## src/rtl/pool_frame_ctrl.sv

```systemverilog
// pool_frame_ctrl: frame sequencer feeding K lock-step pooling channels, counting outputs, detecting errors
module pool_frame_ctrl #(
  parameter int K_CHANNELS    = 6,
  parameter int MAX_LINE_W    = 32,
  parameter int DRAIN_TIMEOUT = 256
) (
  input  logic                  clk_i,
  input  logic                  rst_async_n_i,
  input  logic                  start_i,
  input  logic                  abort_i,
  input  logic [15:0]           cfg_img_w_i,
  input  logic [15:0]           cfg_img_h_i,
  input  logic                  up_valid_i,
  output logic                  up_ready_o,
  output logic [K_CHANNELS-1:0] pool_valid_o,
  input  logic [K_CHANNELS-1:0] pool_ready_i,
  input  logic [K_CHANNELS-1:0] pool_out_valid_i,
  input  logic [K_CHANNELS-1:0] pool_out_ready_i,
  output logic                  busy_o,
  output logic                  done_o,
  output logic                  err_o,
  output logic [1:0]            err_code_o,
  output logic [15:0]           in_row_o,
  output logic [15:0]           in_col_o,
  output logic [15:0]           out_cnt_o
);
  localparam int TW = $clog2(DRAIN_TIMEOUT + 1);
  typedef enum logic [1:0] {IDLE, FEED, DRAIN, DONE} state_t;
  state_t        state;
  logic [15:0]   img_w, img_h, out_next;
  logic [TW-1:0] timer;
  logic [31:0]   target;
  logic          all_rdy, in_beat, out_beat, skew, cfg_ok, last_col, last_px, unused_ok;
  // Channels run in lock-step: a pixel is only offered when every channel can take it.
  assign all_rdy      = &pool_ready_i;
  assign up_ready_o   = (state == FEED) && all_rdy;
  assign in_beat      = up_ready_o && up_valid_i;
  assign pool_valid_o = {K_CHANNELS{in_beat}};
  // Channel 0 stands in for all channels when counting outputs; the others are only skew-checked.
  assign out_beat  = ((state == FEED) || (state == DRAIN)) && pool_out_valid_i[0] && pool_out_ready_i[0];
  assign skew      = (|pool_out_valid_i) && !(&pool_out_valid_i);
  assign unused_ok = ^pool_out_ready_i;
  assign cfg_ok    = !cfg_img_w_i[0] && !cfg_img_h_i[0] && (cfg_img_w_i >= 16'd2) &&
                     (cfg_img_h_i >= 16'd2) && (cfg_img_w_i <= 16'(MAX_LINE_W));
  assign last_col  = in_col_o == img_w - 16'd1;
  assign last_px   = last_col && (in_row_o == img_h - 16'd1);
  assign out_next  = out_cnt_o + {15'd0, out_beat};
  assign target    = 32'(img_w[15:1]) * 32'(img_h[15:1]);
  // Frame FSM with registered status outputs; abort outranks every other transition.
  always_ff @(posedge clk_i or negedge rst_async_n_i) begin
    if (!rst_async_n_i) begin
      state      <= IDLE;
      img_w      <= '0;
      img_h      <= '0;
      in_row_o   <= '0;
      in_col_o   <= '0;
      out_cnt_o  <= '0;
      timer      <= '0;
      busy_o     <= 1'b0;
      done_o     <= 1'b0;
      err_o      <= 1'b0;
      err_code_o <= 2'd0;
    end else begin
      done_o <= 1'b0;
      err_o  <= 1'b0;
      if (state == IDLE) begin
        if (start_i && cfg_ok) begin
          state      <= FEED;
          busy_o     <= 1'b1;
          img_w      <= cfg_img_w_i;
          img_h      <= cfg_img_h_i;
          in_row_o   <= '0;
          in_col_o   <= '0;
          out_cnt_o  <= '0;
          timer      <= '0;
          err_code_o <= 2'd0;
        end else if (start_i) begin
          err_o      <= 1'b1;
          err_code_o <= 2'd1;
        end
      end else if (abort_i) begin
        state     <= IDLE;
        busy_o    <= 1'b0;
        in_row_o  <= '0;
        in_col_o  <= '0;
        out_cnt_o <= '0;
        timer     <= '0;
      end else if (state == DONE) begin
        state <= IDLE;
      end else if (skew) begin
        state      <= IDLE;
        busy_o     <= 1'b0;
        err_o      <= 1'b1;
        err_code_o <= 2'd3;
      end else begin
        out_cnt_o <= out_next;
        if (state == FEED) begin
          if (in_beat) begin
            in_col_o <= last_col ? 16'd0 : in_col_o + 16'd1;
            if (last_col) in_row_o <= in_row_o + 16'd1;
            if (last_px) state <= DRAIN;
          end
        end else if ({16'd0, out_next} >= target) begin
          state  <= DONE;
          busy_o <= 1'b0;
          done_o <= 1'b1;
        end else if (!out_beat && (timer == TW'(DRAIN_TIMEOUT - 1))) begin
          state      <= IDLE;
          busy_o     <= 1'b0;
          err_o      <= 1'b1;
          err_code_o <= 2'd2;
        end else begin
          timer <= out_beat ? '0 : timer + 1'b1;
        end
      end
    end
  end
endmodule

```

## config.mk

```make
export PLATFORM = sky130hd
export DESIGN_NAME = pool_frame_ctrl
export DESIGN_NICKNAME = d
export VERILOG_FILES = /design/src/rtl/pool_frame_ctrl.sv
export SDC_FILE = /design/constraint.sdc
export NUM_CORES = 1
export LEC_CHECK = 0
export BUFFER_PORTS_ARGS = -buffer_cell sky130_fd_sc_hd__buf_2
export CORE_AREA = 8 8 188 136
export CTS_BUF_LIST = sky130_fd_sc_hd__clkbuf_4 sky130_fd_sc_hd__clkbuf_8
export DETAILED_ROUTE_END_ITERATION = 8
export DIE_AREA = 0 0 196 144
export GPL_TIMING_DRIVEN = 0
export PLACE_DENSITY = 0.82
export SLEW_MARGIN = 20
export SYNTH_ARGS = -nofsm -noshare
export SYNTH_HDL_FRONTEND = slang
export SYNTH_SLANG_ARGS = --single-unit
```

## constraint.sdc

```tcl
create_clock -name clk_i -period 10.17 [get_ports clk_i]
set_clock_uncertainty 0.2 [all_clocks]
set_input_delay 2.034 -clock clk_i [delete_from_list [all_inputs] [get_ports clk_i]]
set_output_delay 2.034 -clock clk_i [all_outputs]
set_load 0.005 [all_outputs]
```

# Word level (Yosys, flattened, before mapping)
# Index checks and enable logic that the tools add are counted.
# classes
addsub	6
n_mul	1
magnitude_cmp	4
n_eq_ne	20
n_mux	70
reduce_logical	35
# ops
op	n
2-to-1 mux 16 bit	19
2-to-1 mux 9 bit	9
2-to-1 mux 2 bit	19
adder 16 x 1 -> 16 bit, second input constant	2
equality test 16 bit	2
>= comparator 16 x 2 -> 1 bit, second input constant	2
subtractor 16 x 1 -> 16 bit, second input constant	2
>= comparator 16 x 30 -> 1 bit	1
multiplier 15 x 15 -> 30 bit	1
AND reduction 6 bit	5
2-to-1 mux 1 bit	23
adder 16 x 1 -> 16 bit	1
less-or-equal comparator 16 x 6 -> 1 bit, second input constant	1
logical AND 1 bit	12
!= test 3 x 2 -> 1 bit, second input constant	4
!= test 3 bit, second input constant	4
!= test 6 x 4 -> 1 bit, second input constant	2
nonzero test 3 bit	4
adder 9 x 1 -> 9 bit, second input constant	1
equality test 9 x 8 -> 1 bit, second input constant	1
AND reduction 4 bit	2
nonzero test 7 bit	1
OR reduction 6 bit	1
AND reduction 5 bit	1
11 further kinds	16
# word_totals
regBits	96
input_bits	55
word_cells	147

# Longest topological paths before layout
# depth
word_depth	13
depth_mapped	32
mapped_depth_nobuf	30

# Worst setup path after synthesis
# OpenSTA, ideal clock, no wires.
# synth_timing
path_kind	register -> register
startpoint	register img_w[6]
endpoint	register timer[3]
setup_ns	0.082
arrival_ns	7.090
required_ns	9.888
slack_ns	2.798
stages_incl_launch_ff	31
synth_period_minus_slack_ns	7.372
path_cell_list	dfrtp_1 > clkbuf_1 > clkbuf_1 > and2_1 > fa_1 > fa_1 > inv_1 > fa_1 > inv_1 > fa_1 > fa_1 > inv_1 > fa_1 > inv_1 > ha_1 > and4_1 > nand2_1 > a211oi_2 > nor3_1 > xor2_1 > ha_1 > nor3_1 > o21ai_0 > a211o_1 > o221ai_1 > nor4_1 > and4_1 > and2_1 > buf_6 > o41a_1 > a31oi_1
# synth_via
elab_chain_cells	4
# synth_rtl
element	line	text
start: declaration	30	logic [15:0] img_w, img_h, out_next;
start signal: assignment	70	img_w <= cfg_img_w_i;
multiplier 15 x 15 -> 30 bit	48	assign target = 32'(img_w[15:1]) * 32'(img_h[15:1]);
>= comparator 16 x 30 -> 1 bit	103	end else if ({16'd0, out_next} >= target) begin
!= test 3 bit (no line)	n/a	
AND reduction 6 bit (no line)	n/a	
end signal: assignment	113	timer <= out_beat ? '0 : timer + 1'b1;
end: declaration	31	logic [TW-1:0] timer;
# No other way between the ends.
# A chain may end at the register's enable or synchronous reset.

# Final worst setup path
# layout_timing
startpoint	register img_w[4]
endpoint	register timer[0]
# Same word-level chain as after synthesis.

==> tab_implementation.tex <==
\begin{tabular}{lr}
\hline
Metric & Value \\
\hline
\multicolumn{2}{l}{\textbf{Finish}} \\
\quad Area taken by flip-flops and latches & roughly 0.0024 sq mm \\
\quad Final layout net count & 2076 \\
\quad Fill cell count & around 1900 \\
\quad Area growth from synthesis to layout & 8.22\% \\
\quad Final standard cell area without fillers & 0.0154 sq mm \\
\quad Non-filler cells in the finished layout & 2030 \\
\quad Fraction of final layout cells with drive strength greater than 1 & between 10\% and 20\% \\
\quad Number of antenna repair diodes & 0 \\
\quad Area occupied by multi-input gates & between 0.01 and 0.015 sq mm \\
\multicolumn{2}{l}{\textbf{Die}} \\
\quad Total die area & around 0.028 sq mm \\
\quad Row count & 47 \\
\quad Area of the placeable core & 0.0229 sq mm \\
\quad Initial core utilization & roughly three fifths \\
\quad Chip Height & roughly 140 microns \\
\quad I/O pin count & roughly 120 \\
\quad Width of the die & between 150 and 200 microns \\
\multicolumn{2}{l}{\textbf{Critical path}} \\
\quad Largest stage delay on the critical path & approximately 0.60 ns \\
\quad Worst setup path category & reg2reg \\
\quad Arrival time of the worst setup path & approximately 9 ns \\
\quad Req. time, crit path & slightly above 10 ns \\
\quad Critical Path Source Type & register \\
\quad Highest fanout seen on the critical path & 10 \\
\quad Cell with the biggest individual delay on the critical path & sky130\_fd\_sc\_hd\_\_clkbuf\_1 \\
\quad Crit path capture type & register \\
\multicolumn{2}{l}{\textbf{Drt}} \\
\quad Via density & roughly 6.0 \\
\quad Final ANT Viol Nets & 0 \\
\quad Number of detailed-routing iterations run before antenna repair & 6 \\
\quad Total number of vias & 12200 \\
\quad Violation count after the first detailed-routing iteration & $\sim$1100 \\
\quad Final routed DRC violation total & 0 \\
\quad Total length of routed wires & about 39 mm \\
\quad Routed length per placed instance & between 15 and 20 microns \\
\multicolumn{2}{l}{\textbf{Synthesis}} \\
\quad Syn\_area\_per\_cell & approximately 8.8 sq um \\
\quad Top cells by instance count after synthesis & sky130\_fd\_sc\_hd\_\_inv\_1, sky130\_fd\_sc\_hd\_\_fa\_1, sky130\_fd\_sc\_hd\_\_and2\_1 \\
\quad Cell type with the largest total area after synthesis & sky130\_fd\_sc\_hd\_\_fa\_1 \\
\quad Number of enable-type register cells in the synthesized netlist & 0 \\
\quad Share of synthesized flip-flops with an asynchronous set or reset & 100\% \\
\quad Most frequently used flop master after synthesis & sky130\_fd\_sc\_hd\_\_dfrtp\_1 \\
\quad Net Count, Synth & about 2000 \\
\quad Top-area cell type share of the netlist area & approximately a quarter \\
\quad Sequential cell area fraction in the yosys report & 16.9\% \\
\quad Register bit count reported by yosys & 96 \\
\quad Main area contributors after synthesis & sky130\_fd\_sc\_hd\_\_fa\_1, sky130\_fd\_sc\_hd\_\_dfrtp\_1, sky130\_fd\_sc\_hd\_\_ha\_1, sky130\_fd\_sc\_hd\_\_and2\_1, sky130\_fd\_sc\_hd\_\_inv\_1 \\
\quad Syn Inst Count & $\sim$1600 \\
\quad Most common cell in the netlist & sky130\_fd\_sc\_hd\_\_inv\_1 \\
\quad Combined area of all synthesized cells & 0.0142 sq mm \\
\quad Unique cell type count in the Yosys netlist & 76 \\
\quad Number of warnings printed during yosys synthesis & 0 \\
\multicolumn{2}{l}{\textbf{Power}} \\
\quad Power density normalized to cell area & between 60 and 70 mW/mm\^{}2 \\
\quad Tot Pwr & between 0.0009 and 0.001 W \\
\quad Leakage power & 7.99 nW \\
\quad Worst vdd ir & $\sim$0.000095 V \\
\multicolumn{2}{l}{\textbf{Clock tree}} \\
\quad \# Post-CTS Setup Buffers & 0 \\
\quad TritonCTS Buffers & 9 \\
\quad Register clock-pin slew on the reported worst setup and hold paths & 0.11 ns \\
\quad Post-cts gate resize count & 0 \\
\quad Worst-Skew Late Latency & about 0.4 ns \\
\quad TritonCTS clock tree & built \\
\quad Total clock sinks & 96 \\
\quad Clock root buffer master & sky130\_fd\_sc\_hd\_\_clkbuf\_8 \\
\quad CTS hold repair buffers & 0 \\
\quad CTS max path bufs & 2 \\
\quad H-tree depth & 3 \\
\multicolumn{2}{l}{\textbf{Outcome}} \\
\quad Run status & finished, final reports clean \\
\multicolumn{2}{l}{\textbf{STA}} \\
\quad Shortest period the worst path allows & $\sim$9 ns \\
\quad F\_max & 111 MHz \\
\quad Setup-failing EPs final & 0 \\
\quad Unrepaired setup endpoints after global routing & no \\
\quad Final Hold Violating Endpoints & 0 \\
\quad Total Neg Setup Slack & 0 ns \\
\quad Max Transition Viols Final & 0 \\
\quad Headroom to the max-slew limit & $\sim$45\% \\
\quad Transition time of the tightest slew-check pin & around 0.83 ns \\
\quad Share of the clock period used by the worst path after layout & 88.2\% \\
\multicolumn{2}{l}{\textbf{Place}} \\
\quad Placed standard-cell area & about 0.015 sq mm \\
\quad Instance count after placement with tap cells included & 2014 \\
\quad PortBufs & roughly 110 \\
\quad Last weighted congestion value of the routability-driven placer & approximately 0.97 \\
\quad Dpl hpwl & between 30 and 40 mm \\
\multicolumn{2}{l}{\textbf{Global route}} \\
\quad Global-route wire length before repair & 63.0 mm \\
\quad Overall overflow remaining after global route & 0 \\
\quad GRT Overall Usage & around 28\% \\
\quad Pin count of the biggest net entering global routing & 57 \\
\quad Number of antenna violations at the first check in global routing & 0 \\
\quad Number of global-route vias before repair & roughly 12000 \\
\multicolumn{2}{l}{\textbf{Job}} \\
\quad Maximum capacitance violations & 0 \\
\multicolumn{2}{l}{\textbf{Worst hold path}} \\
\quad Classification of the worst-slack hold path & reg2reg \\
\hline
\end{tabular}
==> state kept, by name, indices dropped and copies added, names as in the netlist <==
name / cells
img_h: 16
img_w: 16
in_col_o: 16
in_row_o: 16
out_cnt_o: 16
timer: 9
err_code_o: 2
state: 2
busy_o: 1
done_o: 1
err_o: 1
==> layout make-up <==
cell class / count / area share [%]
inverters: 201 / 4.91
clock inverters: 6 / 0.472
clock buffers: 10 / 0.855
multi-input cells: 1213 / 69.2
well taps: 294 / 2.39
repair buffers: 111 / 3.82
plain buffers: 99 / 2.75
flip-flops and latches: 96 / 15.6
==> power breakdown <==
group | internal, W | total, W | switching, W
Combinational | 0.0000821 | 0.000263 | 0.000180
Sequential | 0.000403 | 0.000422 | 0.0000190
Clock | 0.000121 | 0.000280 | 0.000159
Total | 0.000606 | 0.000965 | 0.000359
==> critical path, delay by kind of cell (launching register included) <==
| kind | cells | cell delay [ns] |
|---|---|---|
| fa+ha+maj | 8 | 2.96 |
| flops | 1 | 0.40 |
| mux | 1 | 0.28 |
| xor+xnor | 1 | 0.16 |
| compound gates | 8 | 1.78 |
| buf+inv | 8 | 1.80 |
| simple gates | 6 | 1.27 |
==> layout by cell type, fill, tap and decap left out, drive strengths merged, types with 11 or more instances in the layout <==
cell,n
inv,205
fa,167
and2,162
nand2,160
buf,127
ha,123
dfrtp,96
clkbuf,93
nor2,73
o21ai,52
xor2,48
a21oi,43
xnor2,41
nand3,41
nand4,25
nor3,23
mux2,22
nor4,21
a31oi,19
and3,16
or3,16
nand2b,13
mux2i,13
and4,12
a22o,11
==> final timing paths <==
kind / slack, ns / to / depth (start not counted) / startpoint
min: 0.32 / timer[8] / 1 / timer[8]
min reg2reg: 0.32 / timer[8] / 1 / timer[8]
min in group asynchronous: 1.31 / out_cnt_o[6] / 1 / rst_async_n_i
max in group asynchronous: 7.79 / img_h[10] / 2 / rst_async_n_i
max: 1.20 / timer[0] / 32 / img_w[4]
max reg2reg: 1.20 / timer[0] / 32 / img_w[4]
==> logic make-up (layout without fill, tap and decap cells) <==
group / count (synthesis) / in the layout / synth area share (%)
AO/OA/AOI/OAI: 214 / 214 / 10.3
XOR/XNOR: 89 / 89 / 5.49
adder cells (fa/ha/maj): 290 / 290 / 34.4
buffers and inverters: 300 / 427 / 8.29
flip-flops: 96 / 96 / 16.9
multiplexers: 35 / 35 / 2.66
AND/OR/NAND/NOR: 585 / 585 / 22.0
==> layer usage <==
| layer | GRT usage, % | share of wire, % | up-vias |
|---|---|---|---|
| met3 | 7.32 | 10 | 49 |
| li1 | - | - | 5556 |
| met1 | 39.3 | 43 | 6043 |
| met2 | 43.3 | 45 | 566 |
| met5 | 0 | 0 | - |
| met4 | 6.76 | 1.9 | 0 |
==> stage by stage <==
step	hold WS, ns	setup slack (ns)	util (%)
after floorplan	0.273	2.80	-
after CTS	0.320	1.52	67.0
after global routing	0.351	0.957	67.0
after global placement	0.290	1.70	65.9
final	0.318	1.20	67.0
after detailed placement	0.296	1.54	66.1
Note: power is estimated with default switching activity, not from simulation.
